`src/rtl/flp_pkg.sv`:
```
// rtl/flp_pkg.sv - shared single-precision float constants and types
//
// Purpose: constants, the packed float word layout and the converter state
// encoding shared by the integer-to-float path and its rounding helper.
// Ports: none (package).
package flp_pkg;

  localparam int INT_W    = 32;
  localparam int EXP_BIAS = 127;
  localparam int MANT_W   = 23;
  localparam int EXP_W    = 8;

  typedef struct packed {
    logic              sign;
    logic [EXP_W-1:0]  exp;
    logic [MANT_W-1:0] mant;
  } flp32_t;

  typedef enum logic [1:0] {
    ST_IDLE  = 2'd0,
    ST_NORM  = 2'd1,
    ST_ROUND = 2'd2,
    ST_OUT   = 2'd3
  } conv_state_t;

endpackage

```
`src/rtl/flp_round_rne.sv`:
```
// rtl/flp_round_rne.sv - round-to-nearest-even of a normalized magnitude
//
// Purpose: combinational rounding of a left-normalized magnitude (implicit
// leading one already stripped) to a 23-bit mantissa, ties to even.
// Ports:
//   mag      in   31  magnitude bits below the leading one
//   exp_in   in    8  biased exponent before rounding
//   mant     out  23  rounded stored mantissa
//   exp_out  out   8  biased exponent after rounding
module flp_round_rne
  import flp_pkg::*;
(
  input  logic [30:0]        mag,
  input  logic [EXP_W-1:0]   exp_in,
  output logic [MANT_W-1:0]  mant,
  output logic [EXP_W-1:0]   exp_out
);

  logic [MANT_W-1:0] trunc;
  logic              guard;
  logic              sticky;
  logic              round_up;
  logic [MANT_W:0]   sum;

  assign trunc    = mag[30:8];
  assign guard    = mag[7];
  assign sticky   = |mag[6:0];
  assign round_up = guard & (sticky | trunc[0]);
  assign sum      = {1'b0, trunc} + (MANT_W+1)'(round_up);

  // A carry out of the mantissa means 1.111..1 rounded to 10.000..0:
  // the stored bits are already zero, only the exponent moves.
  always_comb begin
    mant    = sum[MANT_W-1:0];
    exp_out = exp_in;
    if (sum[MANT_W]) begin
      exp_out = exp_in + EXP_W'(1);
    end
  end

endmodule

```
`src/rtl/int_to_flp_seq.sv`:
```
// rtl/int_to_flp_seq.sv - iterative signed integer to single-precision float
//
// Purpose: converts one signed 32-bit integer at a time to IEEE-754 single,
// normalizing one bit per cycle and rounding to nearest-even.
// Ports:
//   clk        in    1  rising-edge clock
//   rst        in    1  asynchronous active-high reset
//   in_valid   in    1  in_data is valid
//   in_ready   out   1  accepting input (IDLE only)
//   in_data    in   32  signed two's-complement integer
//   out_valid  out   1  out_flp is valid
//   out_ready  in    1  consumer accepts out_flp
//   out_flp    out  32  {sign, exponent, mantissa}
//   busy       out   1  conversion in flight (any state but IDLE)
module int_to_flp_seq
  import flp_pkg::*;
#(
  parameter int INT_W    = 32,
  parameter int EXP_BIAS = 127,
  parameter int MANT_W   = 23,
  parameter int EXP_W    = 8
) (
  input  logic             clk,
  input  logic             rst,
  input  logic             in_valid,
  output logic             in_ready,
  input  logic [INT_W-1:0] in_data,
  output logic             out_valid,
  input  logic             out_ready,
  output logic [31:0]      out_flp,
  output logic             busy
);

  localparam logic [1:0] S_IDLE  = ST_IDLE;
  localparam logic [1:0] S_NORM  = ST_NORM;
  localparam logic [1:0] S_ROUND = ST_ROUND;
  localparam logic [1:0] S_OUT   = ST_OUT;

  // Exponent of a magnitude whose leading one sits at bit INT_W-1.
  localparam logic [EXP_W-1:0] EXP_TOP = EXP_W'(EXP_BIAS + INT_W - 1);

  logic [1:0]        state_q, state_d;
  logic              sign_q, sign_d;
  logic [INT_W-1:0]  mag_q, mag_d;
  logic [EXP_W-1:0]  exp_q, exp_d;
  flp32_t            out_flp_q, out_flp_d;
  logic              out_valid_q, out_valid_d;

  logic [INT_W-1:0]  neg_data;
  logic [INT_W-1:0]  in_mag;
  logic [INT_W-1:0]  mag_shl;
  logic [MANT_W-1:0] rnd_mant;
  logic [EXP_W-1:0]  rnd_exp;

  // Two's-complement negate through the adder; -2^31 maps onto itself,
  // which read as unsigned is exactly the magnitude 2^31.
  assign neg_data = ~in_data + INT_W'(1);
  assign in_mag   = in_data[INT_W-1] ? neg_data : in_data;
  assign mag_shl  = mag_q << 1;

  flp_round_rne u_round (
    .mag     (mag_q[30:0]),
    .exp_in  (exp_q),
    .mant    (rnd_mant),
    .exp_out (rnd_exp)
  );

  always_comb begin
    state_d     = state_q;
    sign_d      = sign_q;
    mag_d       = mag_q;
    exp_d       = exp_q;
    out_flp_d   = out_flp_q;
    out_valid_d = out_valid_q;
    case (state_q)
      S_IDLE: begin
        if (in_valid) begin
          sign_d = in_data[INT_W-1];
          mag_d  = in_mag;
          exp_d  = EXP_TOP;
          if (in_mag == '0) begin
            // Zero bypasses rounding; sign is dropped so there is no -0.
            out_flp_d = '0;
            state_d   = S_OUT;
          end else if (in_mag[INT_W-1]) begin
            state_d = S_ROUND;
          end else begin
            state_d = S_NORM;
          end
        end
      end
      S_NORM: begin
        mag_d = mag_shl;
        exp_d = exp_q - EXP_W'(1);
        if (mag_shl[INT_W-1]) begin
          state_d = S_ROUND;
        end
      end
      S_ROUND: begin
        out_flp_d.sign = sign_q;
        out_flp_d.exp  = rnd_exp;
        out_flp_d.mant = rnd_mant;
        state_d        = S_OUT;
      end
      S_OUT: begin
        // out_valid is registered, so it rises one cycle after OUT is entered.
        if (out_valid_q && out_ready) begin
          out_valid_d = 1'b0;
          state_d     = S_IDLE;
        end else begin
          out_valid_d = 1'b1;
        end
      end
      default: begin
        state_d     = S_IDLE;
        out_valid_d = 1'b0;
      end
    endcase
  end

  always_ff @(posedge clk or posedge rst) begin
    if (rst) begin
      state_q     <= S_IDLE;
      sign_q      <= 1'b0;
      mag_q       <= '0;
      exp_q       <= '0;
      out_flp_q   <= '0;
      out_valid_q <= 1'b0;
    end else begin
      state_q     <= state_d;
      sign_q      <= sign_d;
      mag_q       <= mag_d;
      exp_q       <= exp_d;
      out_flp_q   <= out_flp_d;
      out_valid_q <= out_valid_d;
    end
  end

  assign in_ready  = (state_q == S_IDLE);
  assign busy      = (state_q != S_IDLE);
  assign out_valid = out_valid_q;
  assign out_flp   = out_flp_q;

endmodule

```
`config.mk`:
```
export PLATFORM = sky130hd
export DESIGN_NAME = int_to_flp_seq
export DESIGN_NICKNAME = d
export VERILOG_FILES = /design/src/rtl/flp_pkg.sv /design/src/rtl/flp_round_rne.sv /design/src/rtl/int_to_flp_seq.sv
export SDC_FILE = /design/constraint.sdc
export NUM_CORES = 1
export LEC_CHECK = 0
export BUFFER_PORTS_ARGS = -buffer_cell sky130_fd_sc_hd__buf_2
export CAP_MARGIN = 20
export CORE_ASPECT_RATIO = 1.5
export CORE_MARGIN = 2
export CORE_UTILIZATION = 63
export CTS_CLUSTER_DIAMETER = 150
export DETAILED_ROUTE_END_ITERATION = 7
export PLACE_DENSITY = 0.86
export SLEW_MARGIN = 10
export SYNTH_ARGS = -nofsm -noshare
export SYNTH_HDL_FRONTEND = slang
export SYNTH_SLANG_ARGS = --single-unit
export TNS_END_PERCENT = 100
```
`constraint.sdc`:
```
create_clock -name clk -period 3.86 [get_ports clk]
set_input_delay 0.579 -clock clk [delete_from_list [all_inputs] [get_ports clk]]
set_output_delay 0.579 -clock clk [all_outputs]
set_load 0.05 [all_outputs]
```
# ---- Word level (Yosys, flattened, before mapping)
# Index checks and enable logic that the tools add are counted.
dict set report classes {
  add_sub_neg 4
  eq_ne 7
  muxes 16
  bitwise 3
  reduce_logical 11
}
# cell n
set op_table {}
lappend op_table {{$mux 32} 3}
lappend op_table {{$pmux 32 s2} 1}
lappend op_table {{$pmux 31 s2} 1}
lappend op_table {{$add 32x1->32 const B} 1}
lappend op_table {{$logic_not 32->1} 1}
lappend op_table {{$not 32->32} 1}
lappend op_table {{$mux 31} 1}
lappend op_table {{$add 23x1->24} 1}
lappend op_table {{$mux 8} 2}
lappend op_table {{$pmux 8 s2} 1}
lappend op_table {{$mux 2} 5}
lappend op_table {{$add 8x1->8 const B} 1}
lappend op_table {{$pmux 2 s4} 1}
lappend op_table {{$sub 8x1->8 const B} 1}
lappend op_table {{$reduce_or 7->1} 1}
lappend op_table {{$ne 2x2->1 const B} 3}
lappend op_table {{$reduce_and 3->1} 2}
lappend op_table {{$reduce_bool 2->1} 3}
lappend op_table {{$eq 2x2->1 const B} 2}
lappend op_table {{$reduce_and 2->1} 2}
lappend op_table {{$eq 2x1->1 const B} 1}
lappend op_table {{$logic_not 2->1} 1}
lappend op_table {{$ne 2x1->1 const B} 1}
lappend op_table {{$and 1x1->1} 1}
lappend op_table {{3 further kinds} 3}
dict set report word_totals {
  reg_bits 75
  input_bits 36
  output_inout_bits 35
  wordCells 49
}

# ---- Depth between registers and ports, before layout
# Gate-level depths: netlist of run 1.
dict set report logic_depth {
  depth_word 7
  ltp_mapped 12
  ltp_nobuf 10
}

# ---- Modules after synthesis
# From an unflattened synthesis of run 1, not the netlist that was laid out.
dict set report unflattened {
  hier_cells 626
  area_unflattened_um2 5318.9
}
# module instances cells_each area_each_um2 seq_area_each_um2
set by_module_without_submodules {}
lappend by_module_without_submodules {int_to_flp_seq 1 532 4697.0 1876.8}
lappend by_module_without_submodules {flp_round_rne 1 94 621.8 0.0}

# ---- Worst setup path before layout of run 1
# No wires, ideal clock.
dict set report synth_path {
  kind {input to register}
  start {input port in_data[0]}
  end {register out_flp_q, in the netlist out_flp[24]}
  setup_ns 0.125
  arrival_time_ns 3.267
  required_time_ns 3.735
  slack_ns 0.468
  path_stages 11
  path_buffers 1
  cell_sequence {inv_1 -> ha_1 -> nor3b_2 -> nand4_1 -> o41a_1 -> o32ai_1 -> o2111ai_1 -> or4_1 -> buf_2 -> o21a_4 -> mux2_4}
}
dict set report synth_via {
  elab_chain_cells 6
}
# element line
set synth_lines {}
lappend synth_lines {{start, declared} int_to_flp_seq.sv:27} ;# input logic [INT_W-1:0] in_data,
lappend synth_lines {{$not 32->32} int_to_flp_seq.sv:57} ;# assign neg_data = ~in_data + INT_W'(1);
lappend synth_lines {{$add 32x1->32} int_to_flp_seq.sv:57}
lappend synth_lines {{$mux 32 (*)} int_to_flp_seq.sv:58} ;# assign in_mag = in_data[INT_W-1] ? neg_data : in_data;
lappend synth_lines {{$logic_not 32->1 (*)} int_to_flp_seq.sv:81} ;# if (in_mag == '0) begin
lappend synth_lines {{$ne 2x1->1 (no source line) (*)} -}
lappend synth_lines {{$reduce_and 3->1 (no source line) (*)} -}
lappend synth_lines {{end signal, assigned} int_to_flp_seq.sv:134} ;# out_flp_q <= out_flp_d;
lappend synth_lines {{end, declared} int_to_flp_seq.sv:46} ;# flp32_t out_flp_q, out_flp_d;
# Mark *: on every way between the ends. The rest lies on a longest branch, timed or not.
# A chain may end at the register's enable or synchronous reset.

# ---- Worst setup path after layout of run 1
dict set report layout_path {
  start {input port in_data[0]}
  end {register out_flp_q, in the netlist out_flp[12]}
}
# Same word-level chain as after synthesis.

==> results of run 1 <==
[cell families after synthesis]
group / count (synthesis) / share of synthesized area (%)
buffers and inverters: 67 / 5.94
xor gates and xnor gates: 63 / 10.3
AOI/OAI and AO/OA: 159 / 20.1
adders and majority gates: 9 / 2.11
and+or+nand+nor: 249 / 23.3
DFF: 75 / 35.1
muxes: 16 / 3.21
[where the power goes]
group          total (W)  internal (W)  switching (W)  leakage (nW)
Sequential       0.00149       0.00113       0.000361         0.953
Combinational    0.00221      0.000733        0.00148          1.56
Clock           0.000959      0.000630       0.000330         0.165
[final cells by class]
| class | count | area [um^2] | area share, % |
|---|---|---|---|
| Multi-Input combinational cell | 496 | 3160 | 51.7 |
| Sequential cell | 75 | 1880 | 30.6 |
| Timing Repair Buffer | 95 | 551 | 8.99 |
| Clock buffer | 9 | 225 | 3.68 |
| Tap cell | 107 | 134 | 2.19 |
| Clock inverter | 7 | 116 | 1.90 |
| Inverter | 15 | 56.3 | 0.919 |
[final timing paths]
path                                           endpoint                    start
max in group asynchronous         mag_q[19]$_DFFE_PP0P_                      rst
worst max-delay path            out_flp[12]$_DFFE_PP0P_               in_data[0]
worst min-delay path            out_flp[24]$_DFFE_PP0P_                      rst
worst max register to register  out_flp[12]$_DFFE_PP0P_   state_q[0]$_DFFE_PP0P_
min in group clk                out_flp[27]$_DFFE_PP0P_  out_flp[27]$_DFFE_PP0P_
worst min register to register  out_flp[27]$_DFFE_PP0P_  out_flp[27]$_DFFE_PP0P_
[layer usage]
layer	wire length (um)	vias to the layer above
li1	-	2399
met1	5740	2396
met2	7100	163
met3	567	39
met4	401	0
met5	0	-
[through the flow]
| stage | std cells | hold slack (ns) |
|---|---|---|
| CTS | 804 | 0.489 |
| global placement | 788 | 0.467 |
| finish | 804 | 0.469 |
| detailed placement | 788 | 0.476 |
| floorplan | 638 | 0.450 |
| global route | 804 | 0.502 |
[synthesized netlist by cell type (9+ instances only)]
cell type	number
ha_1	9
nand4_1	13
dfrtp_1	75
mux2i_1	13
nor3_1	17
o211ai_1	24
a21oi_1	18
a211oi_1	10
nand2_1	89
o21ai_0	33
xnor2_1	40
o21ai_1	21
nand3_1	20
xor2_1	23
a21o_1	10
clkbuf_1	34
nor4_1	13
nor2_1	46
inv_1	15
[state kept, by name, summed over array words and instances (netlist names)]
register / count
mag_q: 31
exp_q: 8
state_q: 2
out_valid: 1
out_flp: 32
sign_q: 1
==> flow_summary.toml, run 1 <==
[outcome]
status = "finished, final reports clean"

[clock_network]
cts_setup_buffers = 0
clk_latency_ns = 0.34
cts_buffers = 9
path_clk_slew_ns = 0.06
cts_resized = 0
cts_tree = "built"
cts_buffer_depth = 2
ctsRootBufferMaster = "clkbuf_16"
ctsHoldBuffers = 0
h-tree-depth = 3
numClockSinks = 75

[power_and_ir_drop]
p_total_w = 0.00466
powerDensity_nw_per_um2 = 761
p_leak_nw = 2.68
vdd_drop_max_mv = 0.513

[worst_hold_path]
holdCritPathClass = "in -> async"

[synth]
netlist_instances = 638
synth_area_um2 = 5350
synth_top_area_cell = "dfrtp_1"
yosys_warnings = 0
synth-seq-cells = 75
yosys-top-cells-area = "dfrtp_1, xnor2_1, nand2_1"
synth-edff-count = 0
synth_nets = 683
synth_cell_type_count = 58
yosys.area.top_type_share_pct = 35.1
async_reset_ff_share_pct = 100
avgSynthCellArea_um2 = 8.38
seq_area_frac_synth_pct = 35.1
ys.flop_type = "dfrtp_1"

[die]
die_h_um = 117
die_x_um = 79.2
rows = 41
die-area_um2 = 9260
core_um2 = 8310
ios = 71
start_util_pct = 64.3

[worst_setup_path]
path_buf_inv = 3
cp_top_family = "compound AO/OA/AOI/OAI gates"
path_class = "in -> reg"
endpoint_kind = "register"
cp_max_fo = 17
critPathMaxStageDelay_ns = 0.59
start_kind = "primary input"
path_depth = 12
critical-path-slowest-cell = "or4_1"
regToRegSetupSlack_ns = 1.31
cp_cell_sequence = "buf_2 > inv_1 > ha_1 > nor3b_2 > nand4_1 > o41a_1 > o32ai_1 > o2111ai_1 > or4_1 > o21a_4 > buf_4 > o21ai_1"
reg2reg_depth = 7
worst_ep_arrival_time_ns = 3.71
critical_path_required_ns = 4.11

[global_routing]
antenna_found_initial = 0
grt_pass1_vias = 4570
grt_max_degree = 63
grt_pass1_wl_um = 22200
grtUsageMet3_pct = 4.37
grt.total_usage_pct = 30.6
grt_overflow = 0
grt_use_met1_pct = 36.4
top_usage_layer = "met2"
grt_use_met2_pct = 55.4

[cells_and_area]
area_growth_pct = 14.5
final_cell_mix = "nand2_1, dfrtp_1, buf_2, nor2_1, xnor2_1"
final_nets = 737
final_util_pct = 73.7
final_area_um2 = 6120
num-fill-cells = 617
final_common_cell = "nand2_1"
diodes = 0
drive_above_1_share_pct = 19.1

[place]
hpwlAfterDp_um = 9900
dp_slack_ns = 0.142
placement.cell_area_um2 = 5780
globalplace.congestion = 0.928
io_buffers = 70

[timing]
rsz0062_at_grt = "no"
slew_headroom_pct = 34.7
tightest_slew_ns = 0.978
finalHoldViolations = 0
finalSetupTns_ns = 0
slew_violations = 0
finalSetupViolations = 0
fin_crit_sh_pct = 89.6
min_period_ns = 3.46
skew_ns = 0.00639
fin_ws_ns = 0.402
fmax_ghz = 0.289

[route]
wl_um = 13800
route.detailed.drc = 0
route.vias.total = 4997
via_per_inst = 6.22
wl_per_cell_um = 17.2
firstDrtPassIters = 5
drtIter0Drc = 273
ant_nets = 0

[job]
drv_cap = 0
Note: power is estimated with default switching activity, not from simulation.
==> run 2, diff against run 1 <==
- PLACE_DENSITY: 0.86 -> not set
- PLACE_DENSITY_LB_ADDON: not set -> 0.1
- REMOVE_ABC_BUFFERS: not set -> 1
==> run 2 against run 1 <==
Effect of this change:
- sequential share of layout area up 0.18 points
- global-route usage down 0.52 points
- count of clock-buffer cells in the layout up 3
- die area unchanged
- critical endpoint is now out_flp[24]$_DFFE_PP0P_
==> flow_summary.toml, run 2 (synthesized netlist as in run 1, its figures left out) <==
[place]
hpwlAfterDp_um = 10100
globalplace.congestion = 0.881
io_buffers = 70
dp_slack_ns = 0.0918
dp.cells = 784

[global_routing]
grt_pass1_vias = 4621
grt_max_degree = 54
grt_overflow = 0
antenna_found_initial = 0
grt.total_usage_pct = 30.0
grt_pass1_wl_um = 22000

[clock_network]
clk_latency_ns = 0.33
path_clk_slew_ns = 0.06
cts_setup_buffers = 0
numClockSinks = 75
cts_buffer_depth = 2
cts_buffers = 9
ctsRootBufferMaster = "clkbuf_16"
h-tree-depth = 3
cts_resized = 0
cts_tree = "built"
ctsHoldBuffers = 0

[route]
ant_nets = 0
wl_um = 13500
via_per_inst = 6.23
route.detailed.drc = 0
firstDrtPassIters = 5
drtIter0Drc = 306
wl_per_cell_um = 16.8
route.vias.total = 4990

[die]
ios = 71
core_um2 = 8310
start_util_pct = 64.3
die-area_um2 = 9260
die_h_um = 117
rows = 41
die_x_um = 79.2

[worst_setup_path]
start_kind = "primary input"
worst_ep_arrival_time_ns = 3.64
critical_path_required_ns = 4.08
cp_max_fo = 28
path_depth = 10
regToRegSetupSlack_ns = 1.32
path_buf_inv = 2
path_class = "in -> reg"
critical-path-slowest-cell = "or4_4"
reg2reg_depth = 6
cp_top_family = "simple AND/OR/NAND/NOR gates"
cp_cell_sequence = "buf_2 > or4_4 > nor4_4 > nand2_1 > nor4b_1 > o41ai_1 > buf_4 > or4_1 > o21a_4 > mux2_4"
endpoint_kind = "register"
critPathMaxStageDelay_ns = 0.58

[cells_and_area]
final_cell_mix = "nand2_1, dfrtp_1, buf_2, nor2_1, xnor2_1"
area_growth_pct = 13.8
diodes = 0
final_nets = 734
drive_above_1_share_pct = 18.4
num-fill-cells = 662
largest_reg_flops = 32
final_common_cell = "nand2_1"
final_util_pct = 73.2
stdcell_count = 801

[power_and_ir_drop]
vdd_drop_max_mv = 0.414
pwr-share-clk_pct = 19.5
internal_power_w = 0.00247
swShare_pct = 46.5
seqPwrFrac_pct = 32.2
comb_power_share_pct = 48.2
powerDensity_nw_per_um2 = 759
p_leak_nw = 2.66
p_sw_w = 0.00215

[timing]
finalHoldWorstSlack_ns = 0.261
fin_ws_ns = 0.434
slew_headroom_pct = 55.0
finalSetupViolations = 0
tightest_slew_ns = 0.675
fin_crit_sh_pct = 88.8
slew_violations = 0
skew_ns = 0.00950
fmax_ghz = 0.292
finalSetupTns_ns = 0
min_period_ns = 3.43
finalHoldViolations = 0
rsz0062_at_grt = "no"

[outcome]
status = "finished, final reports clean"

[worst_hold_path]
holdCritPathClass = "in -> async"

[job]
drv_cap = 0
run 2: cell count changes in the layout (fill, tap and decap cells not counted):
cell and delta:
buf_12 -1, buf_16 +1, buf_4 -3, bufinv_16 -1
clkbuf_1 +2, clkbuf_8 +1, clkinv_2 -1, clkinvlp_4 -1
run 2: routing by layer:
metal | part of all wire (%) | GRT usage, %
met1 | 40 | 35.8
met2 | 52 | 52.4
met3 | 3.7 | 4.60
met5 | 0 | 0
met4 | 4.0 | 15.5
run 2: stage by stage:
step | instance area [um^2] | power (W)
3_3_place_gp | 5740 | 0.00359
2_1_floorplan | 5090 | 0.00305
5_1_grt | 6090 | 0.00492
6_report | 6090 | 0.00462
3_5_place_dp | 5740 | 0.00368
4_1_cts | 6060 | 0.00459
run 2: power groups by stage:
stage	Sequential (W)	Clock [W]	Combinational, W
global route	0.00153	0.000936	0.00245
floorplan	0.00183	0	0.00122
finish	0.00149	0.000902	0.00223
global placement	0.00146	0	0.00213
detailed placement	0.00149	0	0.00219
CTS	0.00148	0.000905	0.00220
run 2: layout make-up:
class / count / area, um^2 / share of cell area, %
Tap cell: 107 / 134 / 2.20
Sequential cell: 75 / 1880 / 30.8
Timing Repair Buffer: 92 / 536 / 8.80
Inverter: 15 / 56.3 / 0.925
Clock buffer: 12 / 246 / 4.05
Clock inverter: 4 / 73.8 / 1.21
Multi-Input combinational cell: 496 / 3160 / 52.0
run 2: worst register-to-register path: cells and delay by family, from the launching register on:
family / cells / cell delay [ns]
buffers and inverters: 1 / 0.10
AOI/OAI and AO/OA: 1 / 0.33
and+or+nand+nor: 2 / 0.82
DFF: 1 / 0.41
adders and majority gates: 1 / 0.41
muxes: 1 / 0.35
run 2: path summary, 6_finish.rpt:
check / start / to
hold reg to reg: sign_q$_DFFE_PP0P_ / sign_q$_DFFE_PP0P_
min in group clk: sign_q$_DFFE_PP0P_ / sign_q$_DFFE_PP0P_
max in group asynchronous: rst / mag_q[19]$_DFFE_PP0P_
setup reg to reg: state_q[0]$_DFFE_PP0P_ / out_flp[24]$_DFFE_PP0P_
hold / removal: rst / exp_q[2]$_DFFE_PP0P_
setup / recovery: in_data[4] / out_flp[24]$_DFFE_PP0P_
==> run 3, diff against run 2 <==
- SETUP_SLACK_MARGIN: not set -> 0.5
==> run 3 against run 2 <==
Effect of this change:
- critical path depth stayed put
- sequential share of layout area is 0.74 points lower
- power is 1.0% higher
- combinational power is 2% higher
- largest power group unchanged
- critical path type unchanged
==> flow_summary.toml, run 3 (synthesized netlist as in run 1, its figures left out) <==
[die]
start_util_pct = 64.3
rows = 41
die_h_um = 117
ios = 71
die-area_um2 = 9260
die_x_um = 79.2
core_um2 = 8310

[place]
hpwlAfterDp_um = 10100
placement.cell_area_um2 = 5740
io_buffers = 70
globalplace.congestion = 0.881

[route]
route.detailed.drc = 0
firstDrtPassIters = 5
wl_per_cell_um = 17.2
ant_nets = 0
route.vias.total = 5060
via_per_inst = 6.23
drtIter0Drc = 353
wl_um = 14000

[worst_setup_path]
cp-startpoint = "in_data[17]"
critical_path_required_ns = 4.08
start_kind = "primary input"
worstSetupEndpoint = "out_flp[8]$_DFFE_PP0P_"
reg2reg_depth = 6
path_class = "in -> reg"
r2r_end = "out_flp[8]$_DFFE_PP0P_"
regToRegSetupSlack_ns = 1.35
worst_ep_arrival_time_ns = 3.50
cp_max_fo = 8
endpoint_kind = "register"
r2r_start = "state_q[0]$_DFFE_PP0P_"

[timing]
slew_headroom_pct = 55.9
slew_violations = 0
finalSetupTns_ns = 0
fmax_ghz = 0.305
fin_crit_sh_pct = 84.9
skew_ns = 0.00957
finalHoldViolations = 0
tightest_slew_ns = 0.662
finalSetupViolations = 0
min_period_ns = 3.28
rsz0062_at_grt = "no"

[global_routing]
grt_pass1_vias = 4636
antenna_found_initial = 0
grt_pass1_wl_um = 22000
grt.total_usage_pct = 30.0
grt_overflow = 0
grt_max_degree = 54

[cells_and_area]
largest_reg_flops = 32
final_common_cell = "nand2_1"
drive_above_1_share_pct = 21.3
area_growth_pct = 16.6
final_cell_mix = "nand2_1, dfrtp_1, buf_2, nor2_1, xnor2_1"
final_area_um2 = 6240
num-fill-cells = 647
final_nets = 745
diodes = 0

[power_and_ir_drop]
p_leak_nw = 2.72
vdd_drop_max_mv = 0.424
powerDensity_nw_per_um2 = 748
p_total_w = 0.00467

[clock_network]
cts_tree = "built"
ctsRootBufferMaster = "clkbuf_16"
h-tree-depth = 3
cts_buffers = 9
clk_latency_ns = 0.34
numClockSinks = 75
cts_buffer_depth = 2
ctsHoldBuffers = 0
path_clk_slew_ns = 0.06

[worst_hold_path]
holdCritPathClass = "in -> async"

[job]
drv_cap = 0

[outcome]
status = "finished, final reports clean"
run 3: stage by stage:
stage                     hold WS [ns]  utilization [%]  setup slack, ns  cells
final                            0.262             75.0            0.581    812
after floorplan                  0.450                -           -0.347    586
after CTS                        0.265             73.3            0.516    802
after global routing             0.290             75.0            0.502    812
after global placement           0.466             69.1            0.177    784
after detailed placement         0.472             69.1           0.0918    784
run 3: final cells by class:
type                            count  area, um^2  area share [%]
Multi-Input combinational cell    498        3240            51.9
Sequential cell                    75        1880            30.1
Timing Repair Buffer              101         611            9.79
Clock buffer                       12         246            3.95
Tap cell                          107         134            2.15
Clock inverter                      4        73.8            1.18
Inverter                           15        56.3           0.903
run 3: per-layer routing:
metal / wire [um] / vias up / global-route usage (%)
li1: - / 2412 / -
met5: 0 / - / 0
met4: 536 / 0 / 15.2
met2: 7350 / 168 / 52.4
met1: 5590 / 2442 / 35.7
met3: 527 / 38 / 5.06
run 3: worst min-delay path by stage:
stage	to	slack, ns	cells past startpoint
final	exp_q[2]$_DFFE_PP0P_	0.26	2
after global routing	exp_q[3]$_DFFE_PP0P_	0.29	2
after CTS	exp_q[4]$_DFFE_PP0P_	0.27	2
after detailed placement	sign_q$_DFFE_PP0P_	0.47	2
after global placement	sign_q$_DFFE_PP0P_	0.47	2
after floorplan	sign_q$_DFFE_PP0P_	0.45	2
run 3: repair_timing:
action	4_1_cts	5_1_grt
gates cloned	0	2
setup endpoints to repair	5	32
pin swaps	1	12
buffers inserted	2	7
resized for setup	3	11
run 3: report_power, final:
part,switching [W],internal (W),total [W]
Clock,0.000317,0.000584,0.000901
Sequential,0.000364,0.00113,0.00149
Combinational,0.00149,0.000781,0.00228
Total,0.00218,0.00249,0.00467
run 3: critical path, cell delays in order:
cell     delay, ns
buf_2         0.14
or4_1         0.60
nor3_2        0.27
a41oi_1       0.17
xnor2_1       0.28
o41ai_2       0.13
buf_4         0.16
or4_4         0.56
o21a_4        0.29
mux2_4        0.31
